<file path="config.mk">
export PLATFORM = sky130hd
export DESIGN_NAME = output_ram_scheduler_flat
export DESIGN_NICKNAME = d
export VERILOG_FILES = /design/src/rtl/output_ram_scheduler_pkg.sv /design/src/rtl/output_ram_scheduler_if.sv /design/src/rtl/output_ram_scheduler_fifo.sv /design/src/rtl/output_ram_scheduler.sv /design/src/flat_wrapper.sv
export SDC_FILE = /design/constraint.sdc
export NUM_CORES = 1
export LEC_CHECK = 0
export CELL_PAD_IN_SITES_DETAIL_PLACEMENT = 1
export CELL_PAD_IN_SITES_GLOBAL_PLACEMENT = 1
export CORE_UTILIZATION = 34
export CTS_CLUSTER_SIZE = 24
export DETAILED_ROUTE_END_ITERATION = 6
export PLACE_DENSITY_LB_ADDON = 0.1
export SETUP_SLACK_MARGIN = 0.1
export SYNTH_ARGS = -nofsm -noshare
export SYNTH_HDL_FRONTEND = slang
export SYNTH_SLANG_ARGS = --single-unit
</file>
<file path="constraint.sdc">
create_clock -name clk -period 3.4 [get_ports clk]
set_input_delay 0.68 -clock clk [delete_from_list [all_inputs] [get_ports clk]]
set_output_delay 0.68 -clock clk [all_outputs]
set_load 0.1 [all_outputs]
</file>
<file path="src/rtl/output_ram_scheduler_pkg.sv">
// Shared types and sizes for the output-controller frame RAM scheduler.
//   ADDR_W / DATA_W : frame RAM address and word widths
//   BUF_DEPTH       : entries in the output word buffer
//   CNT_W / PTR_W   : buffer occupancy and index widths
//   oc_state_t      : scan sequencer states
package output_ctrl_pkg;
    localparam int ADDR_W    = 7;
    localparam int DATA_W    = 32;
    localparam int BUF_DEPTH = 3;
    localparam int CNT_W     = $clog2(BUF_DEPTH + 1);
    localparam int PTR_W     = $clog2(BUF_DEPTH);

    typedef enum logic [1:0] {
        IDLE  = 2'd0,
        SCAN  = 2'd1,
        DRAIN = 2'd2
    } oc_state_t;
endpackage

</file>
<file path="src/rtl/output_ram_scheduler_if.sv">
// Bundle of everything the scheduler exchanges with the raster writer,
// the frame RAM and the output serializer.
//   master : the scheduler side (drives acks, stream, RAM ports)
//   slave  : the environment side (writer, serializer, RAM)
interface output_ram_scheduler_if;
    import output_ctrl_pkg::*;

    logic              wr_req;
    logic [ADDR_W-1:0] wr_addr;
    logic [DATA_W-1:0] wr_data;
    logic              wr_ack;
    logic              start;
    logic              busy;
    logic              done;
    logic              out_valid;
    logic              out_ready;
    logic [DATA_W-1:0] out_data;
    logic              ram_we;
    logic [ADDR_W-1:0] ram_waddr;
    logic [DATA_W-1:0] ram_d;
    logic [ADDR_W-1:0] ram_raddr;
    logic [DATA_W-1:0] ram_q;

    modport master (
        input  wr_req, wr_addr, wr_data, start, out_ready, ram_q,
        output wr_ack, busy, done, out_valid, out_data,
               ram_we, ram_waddr, ram_d, ram_raddr
    );

    modport slave (
        output wr_req, wr_addr, wr_data, start, out_ready, ram_q,
        input  wr_ack, busy, done, out_valid, out_data,
               ram_we, ram_waddr, ram_d, ram_raddr
    );
endinterface

</file>
<file path="src/rtl/output_ram_scheduler_fifo.sv">
// output_word_fifo: small synchronous FIFO holding scanned words until the
// serializer takes them.
//   clk, rst   : clock, asynchronous active-high reset
//   push       : write push_data this cycle (ignored when full and not popping)
//   push_data  : word to store
//   pop        : drop the head word (ignored when empty)
//   count      : words currently held
//   head       : oldest word; reads as zero after reset
module output_word_fifo
    import output_ctrl_pkg::*;
(
    input  logic              clk,
    input  logic              rst,
    input  logic              push,
    input  logic [DATA_W-1:0] push_data,
    input  logic              pop,
    output logic [CNT_W-1:0]  count,
    output logic [DATA_W-1:0] head
);
    localparam logic [CNT_W-1:0] FULL    = CNT_W'(BUF_DEPTH);
    localparam logic [PTR_W-1:0] LAST_IX = PTR_W'(BUF_DEPTH - 1);

    logic [DATA_W-1:0] mem_q [BUF_DEPTH];
    logic [PTR_W-1:0]  wr_idx_q, wr_idx_d;
    logic [PTR_W-1:0]  rd_idx_q, rd_idx_d;
    logic [CNT_W-1:0]  count_q, count_d;
    logic              push_ok, pop_ok;

    function automatic logic [PTR_W-1:0] next_idx(input logic [PTR_W-1:0] idx);
        return (idx == LAST_IX) ? '0 : idx + PTR_W'(1);
    endfunction

    always_comb begin
        pop_ok   = pop & (count_q != '0);
        push_ok  = push & ((count_q != FULL) | pop_ok);
        wr_idx_d = push_ok ? next_idx(wr_idx_q) : wr_idx_q;
        rd_idx_d = pop_ok  ? next_idx(rd_idx_q) : rd_idx_q;
        count_d  = count_q;
        if (push_ok && !pop_ok) begin
            count_d = count_q + CNT_W'(1);
        end else if (pop_ok && !push_ok) begin
            count_d = count_q - CNT_W'(1);
        end
    end

    always_ff @(posedge clk or posedge rst) begin
        if (rst) begin
            for (int i = 0; i < BUF_DEPTH; i++) begin
                mem_q[i] <= '0;
            end
            wr_idx_q <= '0;
            rd_idx_q <= '0;
            count_q  <= '0;
        end else begin
            if (push_ok) begin
                mem_q[wr_idx_q] <= push_data;
            end
            wr_idx_q <= wr_idx_d;
            rd_idx_q <= rd_idx_d;
            count_q  <= count_d;
        end
    end

    assign count = count_q;
    assign head  = mem_q[rd_idx_q];
endmodule

</file>
<file path="src/rtl/output_ram_scheduler.sv">
// Frame RAM scheduler: passes raster writes straight to the RAM write port
// and, on start, scans addresses 0..DEPTH-1 out through a small buffer as a
// valid/ready stream. A read that would collide with a same-cycle write to
// the same address is held back one cycle so the word carries the new data.
//   clk, rst : clock, asynchronous active-high reset
//   bus      : writer, stream and RAM signals (output_ram_scheduler_if.master)
//   DEPTH    : words per frame, 1..128
//
// state | meaning
// IDLE  | waiting for start
// SCAN  | issuing RAM reads while buffer credit allows
// DRAIN | all reads issued, waiting for the buffer to empty
module output_ram_scheduler
    import output_ctrl_pkg::*;
#(
    parameter int DEPTH = 128
) (
    input  logic                   clk,
    input  logic                   rst,
    output_ram_scheduler_if.master bus
);
    localparam logic [ADDR_W-1:0] LAST_ADDR = ADDR_W'(DEPTH - 1);
    localparam logic [2:0]        CREDITS   = 3'(BUF_DEPTH);

    oc_state_t         state_q, state_d;
    logic [ADDR_W-1:0] rd_ptr_q, rd_ptr_d;
    logic              inflight_q, inflight_d;
    logic [CNT_W-1:0]  fifo_count;
    logic [DATA_W-1:0] fifo_head;
    logic              pop, hazard, credit, issue, drained;
    logic [2:0]        occupancy;

    assign bus.wr_ack    = bus.wr_req & ~rst;
    assign bus.ram_we    = bus.wr_req & ~rst;
    assign bus.ram_waddr = bus.wr_addr;
    assign bus.ram_d     = bus.wr_data;
    assign bus.ram_raddr = rd_ptr_q;

    assign pop = bus.out_valid & bus.out_ready;

    // The word leaving this cycle frees its slot now, which keeps the
    // stream at one word per cycle with only three entries.
    assign occupancy = {1'b0, fifo_count} + {2'b0, inflight_q} - {2'b0, pop};
    assign credit    = occupancy < CREDITS;
    assign hazard    = bus.wr_req & (bus.wr_addr == rd_ptr_q);
    assign drained   = (fifo_count == '0) & ~inflight_q & ~pop;

    always_ff @(posedge clk or posedge rst) begin
        if (rst) begin
            state_q <= IDLE;
        end else begin
            state_q <= state_d;
        end
    end

    always_comb begin
        state_d = state_q;
        case (state_q)
            IDLE:    if (bus.start) state_d = SCAN;
            SCAN:    if (issue && rd_ptr_q == LAST_ADDR) state_d = DRAIN;
            DRAIN:   if (drained) state_d = IDLE;
            default: state_d = IDLE;
        endcase
    end

    always_comb begin
        issue    = 1'b0;
        bus.busy = 1'b0;
        bus.done = 1'b0;
        case (state_q)
            SCAN: begin
                bus.busy = 1'b1;
                issue    = credit & ~hazard;
            end
            DRAIN: begin
                bus.busy = 1'b1;
                bus.done = drained;
            end
            default: ;
        endcase
    end

    // rd_ptr wraps naturally at DEPTH=128; the state change to DRAIN stops
    // any further issue from the wrapped value.
    always_comb begin
        rd_ptr_d   = rd_ptr_q;
        inflight_d = issue;
        if (state_q == IDLE && bus.start) begin
            rd_ptr_d = '0;
        end else if (issue) begin
            rd_ptr_d = rd_ptr_q + ADDR_W'(1);
        end
    end

    always_ff @(posedge clk or posedge rst) begin
        if (rst) begin
            rd_ptr_q   <= '0;
            inflight_q <= 1'b0;
        end else begin
            rd_ptr_q   <= rd_ptr_d;
            inflight_q <= inflight_d;
        end
    end

    output_word_fifo u_fifo (
        .clk       (clk),
        .rst       (rst),
        .push      (inflight_q),
        .push_data (bus.ram_q),
        .pop       (pop),
        .count     (fifo_count),
        .head      (fifo_head)
    );

    assign bus.out_valid = (fifo_count != '0);
    assign bus.out_data  = fifo_head;
endmodule

</file>
<file path="src/flat_wrapper.sv">
// flat-port wrapper written by rule: the top's interface ports become plain ports
module output_ram_scheduler_flat import output_ctrl_pkg::*;
#(
    parameter int DEPTH = 128
)
  (clk, rst, bus_wr_req, bus_wr_addr, bus_wr_data, bus_start, bus_out_ready, bus_ram_q, bus_wr_ack, bus_busy, bus_done, bus_out_valid, bus_out_data, bus_ram_we, bus_ram_waddr, bus_ram_d, bus_ram_raddr);
  output_ram_scheduler_if bus_i ();
  input  logic clk;
  input  logic rst;
  input wire logic [$bits(bus_i.wr_req)-1:0] bus_wr_req;
  input wire logic [$bits(bus_i.wr_addr)-1:0] bus_wr_addr;
  input wire logic [$bits(bus_i.wr_data)-1:0] bus_wr_data;
  input wire logic [$bits(bus_i.start)-1:0] bus_start;
  input wire logic [$bits(bus_i.out_ready)-1:0] bus_out_ready;
  input wire logic [$bits(bus_i.ram_q)-1:0] bus_ram_q;
  output wire logic [$bits(bus_i.wr_ack)-1:0] bus_wr_ack;
  output wire logic [$bits(bus_i.busy)-1:0] bus_busy;
  output wire logic [$bits(bus_i.done)-1:0] bus_done;
  output wire logic [$bits(bus_i.out_valid)-1:0] bus_out_valid;
  output wire logic [$bits(bus_i.out_data)-1:0] bus_out_data;
  output wire logic [$bits(bus_i.ram_we)-1:0] bus_ram_we;
  output wire logic [$bits(bus_i.ram_waddr)-1:0] bus_ram_waddr;
  output wire logic [$bits(bus_i.ram_d)-1:0] bus_ram_d;
  output wire logic [$bits(bus_i.ram_raddr)-1:0] bus_ram_raddr;
  assign bus_i.wr_req = bus_wr_req;
  assign bus_i.wr_addr = bus_wr_addr;
  assign bus_i.wr_data = bus_wr_data;
  assign bus_i.start = bus_start;
  assign bus_i.out_ready = bus_out_ready;
  assign bus_i.ram_q = bus_ram_q;
  assign bus_wr_ack = bus_i.wr_ack;
  assign bus_busy = bus_i.busy;
  assign bus_done = bus_i.done;
  assign bus_out_valid = bus_i.out_valid;
  assign bus_out_data = bus_i.out_data;
  assign bus_ram_we = bus_i.ram_we;
  assign bus_ram_waddr = bus_i.ram_waddr;
  assign bus_ram_d = bus_i.ram_d;
  assign bus_ram_raddr = bus_i.ram_raddr;
  output_ram_scheduler #(.DEPTH(DEPTH)) u_core (.clk(clk), .rst(rst), .bus(bus_i));
endmodule
</file>
==> impl_metrics.tcl, run 1 <==
set metrics [dict create \
    hp-class "register to register" \
    cts-resized-gates 0 \
    synth_edf_count 0 \
    critPathCaptureType "register" \
    synth_top_cell_by_area "dfrtp_1" \
    diodes 0 \
    ant_nets 0 \
    rows 46 \
    post-route-min-period_ps 2970 \
    die_w_um 130.0 \
    endpoint "u_core.bus.ram_raddr[3]" \
    htreeDepth 3 \
    drt_iter0_drc 90 \
    report.final.slew_viol_count 0 \
    dr.pass1.iters 4 \
    path_depth 13 \
    grt_pass1_wl_um 21330 \
    start_util_pct 34.96 \
    grt_use_total_pct 16.69 \
    port-buffer-count 94 \
    rsz0062_at_grt "no" \
    clk_path_buf_depth 2 \
    gr-total-overflow 0 \
    seq_area_frac_synth_pct 50.28 \
    synthTopCellsByCount "dfrtp_1, mux2_2, nand2_1, buf_4" \
    synthTopCellsByArea "dfrtp_1, mux2_2, buf_4" \
    vias_per_cell 4.929 \
    crit_family "adder cells" \
    syn_to_final_growth_pct 27.36 \
    ff2ff_path_depth 13 \
    maxCapViolations 0 \
    relSlewSlack_pct 53.16 \
    syn-num-nets 546 \
    synthArstFlopShare_pct 100.0 \
    r2r-end "u_core.bus.ram_raddr[3]" \
    drive_gt1_share_pct 36.80 \
    worstSetupPathType "register to register" \
    cts-root-buf "clkbuf_16" \
    antenna_found_initial 0 \
    tightestPinTransition_ps 701.2 \
    min_period_over_period_pct 87.36 \
    cpMostUsedCell "inv_1" \
    cts_sinks 112 \
    fin_nets 599 \
    setup_viol 0 \
    synthCells 461 \
    post_drt_wl_per_cell_um 17.62 \
    io-pin-count 159 \
    startpoint "u_core.u_fifo.count[1]" \
    critPathArrivalTime_ps 3220 \
    cts-hold-fix-buffers 0 \
    post_cts_buffers 0 \
    hold_viol 0 \
    clock_skew_ps 9.724 \
    coreArea_um2 15940 \
    die-height_um 130.0 \
    cts_tree "built" \
    post-dp-hpwl_um 8651 \
    ys_ff_latch 112 \
    cp_slowest_cell "fa_1" \
    final_core_utilization_pct 44.53 \
    reg2reg_slack_ps 430 \
    clk_pin_slew_ps 70 \
    crit_chain "or2_2, nand2_1, inv_1, ha_1, inv_1, ha_1, inv_1, fa_1, nand2b_1, nand3_1, a21oi_2, a31oi_1, a41o_2" \
    synth.avg_cell_area_um2 12.09 \
    path_buf_inv 3 \
    die-area_um2 16910 \
    syn-cell-area_um2 5574 \
    vias 3623 \
    grt_pass1_vias 4084 \
    ys.flop_type "dfrtp_1" \
    slowest_delay_ps 470 \
    insertion_delay_ps 350 \
    drt-total-wl_um 12950 \
    timing.setup.tns_ps 0 \
    timing.fmax_ghz 0.3367 \
    worstReg2RegStart "u_core.u_fifo.count[1]" \
    cp_max_fo 7 \
    grt_max_degree 71 \
    gp_congestion 0.7181 \
    cts_buffers 9 \
    drcViolationCount 0 \
    synth_cell_types 41 \
    cp-start-kind "register" \
    yosys_warnings 0 \
    synth_most_common_cell "dfrtp_1" \
    required_ps 3650 \
    status "complete, no violations" \
    synth_top_area_share_pct 50.28 \
]
worst min-delay path by stage:
stage,depth (start not counted),startpoint,end
finish,1,u_core.u_fifo.mem_q[23],u_core.u_fifo.mem_q[23]
global route,1,u_core.u_fifo.mem_q[23],u_core.u_fifo.mem_q[23]
CTS,1,u_core.u_fifo.mem_q[23],u_core.u_fifo.mem_q[23]
detailed placement,1,u_core.u_fifo.mem_q[23],u_core.u_fifo.mem_q[23]
global placement,1,u_core.u_fifo.mem_q[23],u_core.u_fifo.mem_q[23]
floorplan,1,u_core.u_fifo.mem_q[23],u_core.u_fifo.mem_q[23]
kinds of logic after synthesis:
logic type	count (synthesis)	synth area share (%)
and+or+nand+nor	70	5.949
xor gates and xnor gates	13	2.043
adders and majority gates	9	2.155
DFF	112	50.28
muxes	131	25.72
AOI/OAI and AO/OA	52	5.500
buffers and inverters	74	8.350
metal layers:
metal	global-route usage (%)	vias to the layer above	share of wire (%)	wire (um)
li1	-	1655	-	-
met1	20.32	1876	44	5721
met2	28.75	62	50	6461
met5	0	-	0	0
met3	2.788	30	3.5	451
met4	7.866	0	2.5	320
layout make-up:
cell class | instances | area [um^2]
fill | 1659 | 8843
clock buffer | 12 | 246.5
clock inverter | 4 | 53.80
inverter | 10 | 41.29
sequential | 112 | 2804
timing repair buffer | 106 | 1354
multi-input combinational | 275 | 2330
tap | 216 | 270.3
registers in the layout, summed over array words and instances, names as in the netlist:
signal and count:
u_core.u_fifo.wr_idx_q 2, u_core.u_fifo.rd_idx_q 2, u_core.bus.ram_raddr 7, u_core.state_q 2, u_core.u_fifo.mem_q 96, u_core.inflight_q 1
u_core.u_fifo.count 2
metrics by stage:
step                      hold WS, ps  instance area, um^2  std cells  setup slack, ps
final                           497.7                 7099        735            429.9
after global placement          473.7                 6799        719            162.8
after floorplan                 464.1                 5583        461            174.5
after detailed placement        487.2                 6799        719            67.92
after global routing            517.9                 7099        735            206.1
after CTS                       503.0                 7099        735            393.0
layout by cell type (no fill, tap or decap), drive strengths merged:
cell and count:
nand2 47, clkbuf 12, nor3 2, xnor2 7, bufinv 1, or2 1, clkdlybuf4s50 43, and3 1
buf 63, nand3 2, dfrtp 112, clkinvlp 2, a21oi 10, and2 2, xor2 6, clkinv 1
fa 1, nor3b 1, mux2 98, a31oi 1, inv 10, nor4 1, nand4 3, mux2i 33
and4 2, nor2 5, o21ai 35, a31o 1, a41o 1, nand2b 1, o31ai 1, nor2b 2
a221o 1, ha 8, a21o 2
Power of run 1 is not shown: default switching activity piles up to over one toggle a cycle in this logic, so the estimate is an artifact.
==> run 2: changes to the inputs <==
- CORE_UTILIZATION: 34 -> 38
- clock period: 3.4 -> 3 ns (I/O delays scaled with it)
==> impl_metrics.tcl, run 2 (same netlist as run 1, synthesis figures left out) <==
set metrics [dict create \
    status "complete, no violations" \
    diodes 0 \
    die-height_um 123.1 \
    holdWs_ps 495.7 \
    gr-total-overflow 0 \
    die_w_um 123.1 \
    final_cell_mix "dfrtp_1, mux2_2, nand2_1" \
    vias 3641 \
    maxCapViolations 0 \
    clk_path_buf_depth 2 \
    drive_gt1_share_pct 40.23 \
    port-buffer-count 94 \
    rsz0062_at_grt "no" \
    report.final.slew_viol_count 0 \
    grt_pass1_vias 4031 \
    cts_buffers 9 \
    hp-start "u_core.u_fifo.mem_q[23]" \
    tightestPinTransition_ps 650.1 \
    io-pin-count 159 \
    start_util_pct 39.54 \
    syn_to_final_growth_pct 27.86 \
    dr.pass1.iters 4 \
    insertion_delay_ps 360 \
    drcViolationCount 0 \
    clock_skew_ps 10.84 \
    ant_nets 0 \
    worstReg2RegStart "u_core.u_fifo.count[0]" \
    cp_max_fo 5 \
    hp-class "register to register" \
    die-area_um2 15160 \
    required_ps 3250 \
    grt_use_total_pct 18.32 \
    rows 43 \
    fin_nets 607 \
    drt_iter0_drc 92 \
    clk_pin_slew_ps 80 \
    cts_tree "built" \
    final_common_cell "dfrtp_1" \
    regMostFlops "u_core.u_fifo.mem_q" \
    post-dp-hpwl_um 8324 \
    critPathArrivalTime_ps 2990 \
    post_drt_wl_per_cell_um 17.86 \
    cts-root-buf "clkbuf_16" \
    cts_sinks 112 \
    gp_congestion 0.6824 \
    hold_viol 0 \
    setup_viol 0 \
    min_period_over_period_pct 91.36 \
    cts-hold-fix-buffers 0 \
    timing.fmax_ghz 0.3648 \
    post-route-min-period_ps 2741 \
    largest_register_ffs 96 \
    cp-start-kind "register" \
    relSlewSlack_pct 56.66 \
    htreeDepth 3 \
    grt_max_degree 113 \
    coreArea_um2 14100 \
    antenna_found_initial 0 \
    worstSetupPathType "register to register" \
    startpoint "u_core.u_fifo.count[0]" \
    grt_pass1_wl_um 20900 \
    vias_per_cell 5.150 \
    drt-total-wl_um 12630 \
    critPathCaptureType "register" \
]
## run 2: changes by cell type in the layout (fill, tap and decap cells not counted), moves of 2 or more
cell,delta
clkinv_4,+3
o21ai_2,+7
dfrtp_1,-2
o21ai_1,-7
buf_4,+10
dfrtp_2,+2
buf_12,-2
clkbuf_1,-2
## run 2: layer usage
metal | share of wire [%] | wire (um) | global-route usage (%)
met5 | 0 | 0 | 0
met4 | 2.6 | 333 | 7.154
met3 | 4.5 | 567 | 4.705
met2 | 51 | 6477 | 30.72
met1 | 42 | 5248 | 22.56
## run 2: final timing paths
check / end / slack [ps] / cells past startpoint
setup / recovery: u_core.bus.ram_raddr[4] / 260 / 13
hold / removal: u_core.u_fifo.mem_q[23] / 500 / 1
setup reg to reg: u_core.bus.ram_raddr[4] / 260 / 13
hold reg to reg: u_core.u_fifo.mem_q[23] / 500 / 1
max in group asynchronous: u_core.u_fifo.mem_q[86] / 1710 / 3
min in group asynchronous: u_core.bus.ram_raddr[1] / 800 / 3
## run 2: worst max-delay path, stage by stage (launching register included)
cell and delay [ps]:
dfrtp_2 430, or2_4 280, nand2_4 60, inv_1 50, ha_1 260, inv_1 60
ha_1 130, inv_1 40, fa_1 370, xnor2_1 190, nand4_1 160, a21oi_4 200
nand3_1 110, mux2_2 280
## run 2: stage by stage
| step | utilization (%) | TNS [ps] | instances | setup WS [ps] | area [um^2] |
|---|---|---|---|---|---|
| 2_1_floorplan | - | 0 | 461 | 107.9 | 5622 |
| 4_1_cts | 50.37 | 0 | 704 | 167.1 | 7101 |
| 5_1_grt | 50.56 | 0 | 707 | 112.7 | 7127 |
| 6_report | 50.56 | 0 | 707 | 259.1 | 7127 |
| 3_3_place_gp | 48.29 | -453.3 | 688 | -112.3 | 6807 |
| 3_5_place_dp | 48.29 | -968.6 | 688 | -181.3 | 6807 |
## run 2: final cells by class
| class | count | area, um^2 |
|---|---|---|
| inverter | 10 | 41.29 |
| fill | 1476 | 6969 |
| clock buffer | 11 | 252.7 |
| sequential | 112 | 2806 |
| timing repair buffer | 114 | 1391 |
| tap | 180 | 225.2 |
| multi-input combinational | 275 | 2369 |
| clock inverter | 5 | 41.29 |
## run 2: timing repair
| action | 4_1_cts | 5_1_grt |
|---|---|---|
| endpoints found under the hold margin | 0 | 0 |
| endpoints found under the setup margin | 0 | 6 |
| resized for setup | 0 | 2 |
| buffers inserted | 0 | 3 |
Power of run 2 is left out for the same reason.
==> edit, RTL diff (flow settings as in run 1) <==
Change the package constant `ADDR_W` from 7 to 6.
--- a/src/rtl/output_ram_scheduler_pkg.sv
+++ b/src/rtl/output_ram_scheduler_pkg.sv
@@ -4,7 +4,7 @@
 //   CNT_W / PTR_W   : buffer occupancy and index widths
 //   oc_state_t      : scan sequencer states
 package output_ctrl_pkg;
-    localparam int ADDR_W    = 7;
+    localparam int ADDR_W    = 6;
     localparam int DATA_W    = 32;
     localparam int BUF_DEPTH = 3;
     localparam int CNT_W     = $clog2(BUF_DEPTH + 1);
Ports: changed (resized bus_ram_raddr, bus_ram_waddr and bus_wr_addr); port bits go from 159 to 156. No check against the original RTL was run, so the function may have changed too.
==> edit against run 1 <==
Synthesized cell count is 2.2% lower; sequential cell count decreased by 1; worst setup slack got worse by 150 ps; cell area shrank 0.62%; core utilization increased by 1.2 points; count of clock-buffer cells in the layout fell by 1; die area shrank 2.2%; area after synthesis down 2.2%; wire length shrank 2.7%; critical endpoint is now u_core.bus.ram_raddr[5].
Power is left out: the tool's default activity adds up to more than one toggle a clock period on the data nets, which glitch-free logic cannot reach.
==> edit: results (changes against run 1) <==
[critical_path]
cp.arrival_ps = 3390  ; was 3220 ps
ff2ff_setup_slack_ps = 320  ; was 430 ps
crit_fanout = 7  ; unchanged

[cells_and_area]
drive_gt1_share_pct = 39.5  ; was 36.8%
final_nets = 590  ; was 599
regMostFlops = u_core.u_fifo.mem_q  ; unchanged
fillerInstances = 1611  ; was 1659
diodes = 0  ; unchanged
largest_reg_flops = 96  ; unchanged

[grt]
antenna_found_initial = 0  ; unchanged
grt_pass1_vias = 3940  ; was 4084
grt_usage_pct = 16.6  ; was 16.7%
grt_pass1_wl_um = 21000  ; was 21300 um
grt_start_max_net_pins = 112  ; was 71

[synth]
synthTopCellsByCount = dfrtp_1 (111), mux2_2 (96), nand2_1 (44)  ; was dfrtp_1 (112), mux2_2 (97), nand2_1 (47)
synthDistinctLibCells = 37  ; was 41
yosys_warnings = 0  ; unchanged
synthTopCellsByArea = dfrtp_1 (51%), mux2_2 (20%), mux2i_1 (5.9%)  ; was dfrtp_1 (50%), mux2_2 (20%), buf_4 (6.2%)
synth_seq_area_share_pct = 51.0  ; was 50.3%
synth_nets = 535  ; was 546
async_reset_ff_share_pct = 100  ; unchanged

[timing]
tightest_slew_ps = 785  ; was 701 ps
skew_ps = 6.24  ; was 9.72 ps
holdWs_ps = 506  ; was 498 ps

[route]
wire_per_inst_um = 17.5  ; was 17.6 um
dr_total_vias = 3528  ; was 3623
dr.pass1.iters = 4  ; unchanged
drtIter0Drc = 113  ; was 90

[outcome]
status = finished clean  ; unchanged

[hold_path]
hp-class = register to register  ; unchanged

[clock_tree]
cts_buffers = 9  ; unchanged
cts_root_buf = clkbuf_16  ; unchanged
cts_setup_buffers = 0  ; unchanged
clock_latency_ps = 350  ; about the same
htreeDepth = 3  ; unchanged
cts_resized = 0  ; unchanged
cts_max_path_buffers = 2  ; unchanged
clkTransAtPathRegs_ps = 70  ; about the same

[place]
place_congestion = 0.727  ; was 0.718
place_hpwl_um = 8150  ; was 8650 um
dpl_cell_area_um2 = 6740  ; was 6800 um2
portBuffers = 91  ; was 94

==> edit: cell count changes after synthesis, sizes merged, moves of 2 or more <==
cell / delta
and4: -2
nor2: -2
xor2: -3
nand2: -3
a21boi: +2
buf: -2
xnor2: +2
or4: +2
a21oi: -8
o31ai: +2
or3: +3
==> edit: path summary, 6_finish.rpt <==
| check | from | to | cells after the start |
|---|---|---|---|
| max in group asynchronous | rst | u_core.u_fifo.rd_idx_q[0] | 3 |
| setup reg to reg | u_core.u_fifo.count[1] | u_core.bus.ram_raddr[5] | 14 |
| min in group asynchronous | rst | u_core.bus.ram_raddr[2] | 3 |
| hold / removal | u_core.u_fifo.mem_q[48] | u_core.u_fifo.mem_q[48] | 1 |
| hold reg to reg | u_core.u_fifo.mem_q[48] | u_core.u_fifo.mem_q[48] | 1 |
| setup / recovery | bus_out_ready | u_core.bus.ram_raddr[5] | 14 |
==> edit: stage by stage <==
step,worst slack (ps),std cells,util [%]
2_1_floorplan,-140,451,-
3_3_place_gp,13.0,706,43.7
3_5_place_dp,-89.2,706,43.7
4_1_cts,270,722,45.7
5_1_grt,103,722,45.7
6_report,280,722,45.7
==> edit: final cells by class <==
| cell class | instances | share of cell area, % |
|---|---|---|
| clock inverters | 5 | 1.15 |
| multi-input cells | 268 | 33.1 |
| inverters | 11 | 0.638 |
| well taps | 211 | 3.74 |
| clock buffers | 11 | 3.30 |
| flip-flops and latches | 111 | 39.4 |
| repair buffers | 105 | 18.7 |
==> edit: cells by family (layout without fill, tap and decap cells) <==
logic type               after synthesis  after routing  synth area share (%)
multiplexers                         129            129                  25.9
flip-flops                           111            111                  51.0
buffers and inverters                 72            132                  7.87
AND/OR/NAND/NOR                       69             69                  5.83
AO/OA/AOI/OAI                         49             49                  5.30
XOR/XNOR                              12             12                  1.93
adder cells (fa/ha/maj)                9              9                  2.20
==> edit: per-layer routing <==
layer  up-vias  GRT usage (%)  routed length [um]
li1       1628              -                   -
met1      1814           21.4                5710
met2        67           27.8                6240
met3        19           3.24                 496
met4         0           5.67                 158
met5         -              0                   0
==> edit: worst max-delay path, stage by stage <==
cell and delay [ps]:
clkdlybuf4s50_1 480, nand2_1 70, inv_1 80, ha_1 230, inv_1 60, ha_1 130
inv_1 50, fa_1 470, nand2b_1 90, and3_1 160, o21ai_0 80, buf_4 170
or4_1 460, a21boi_0 170
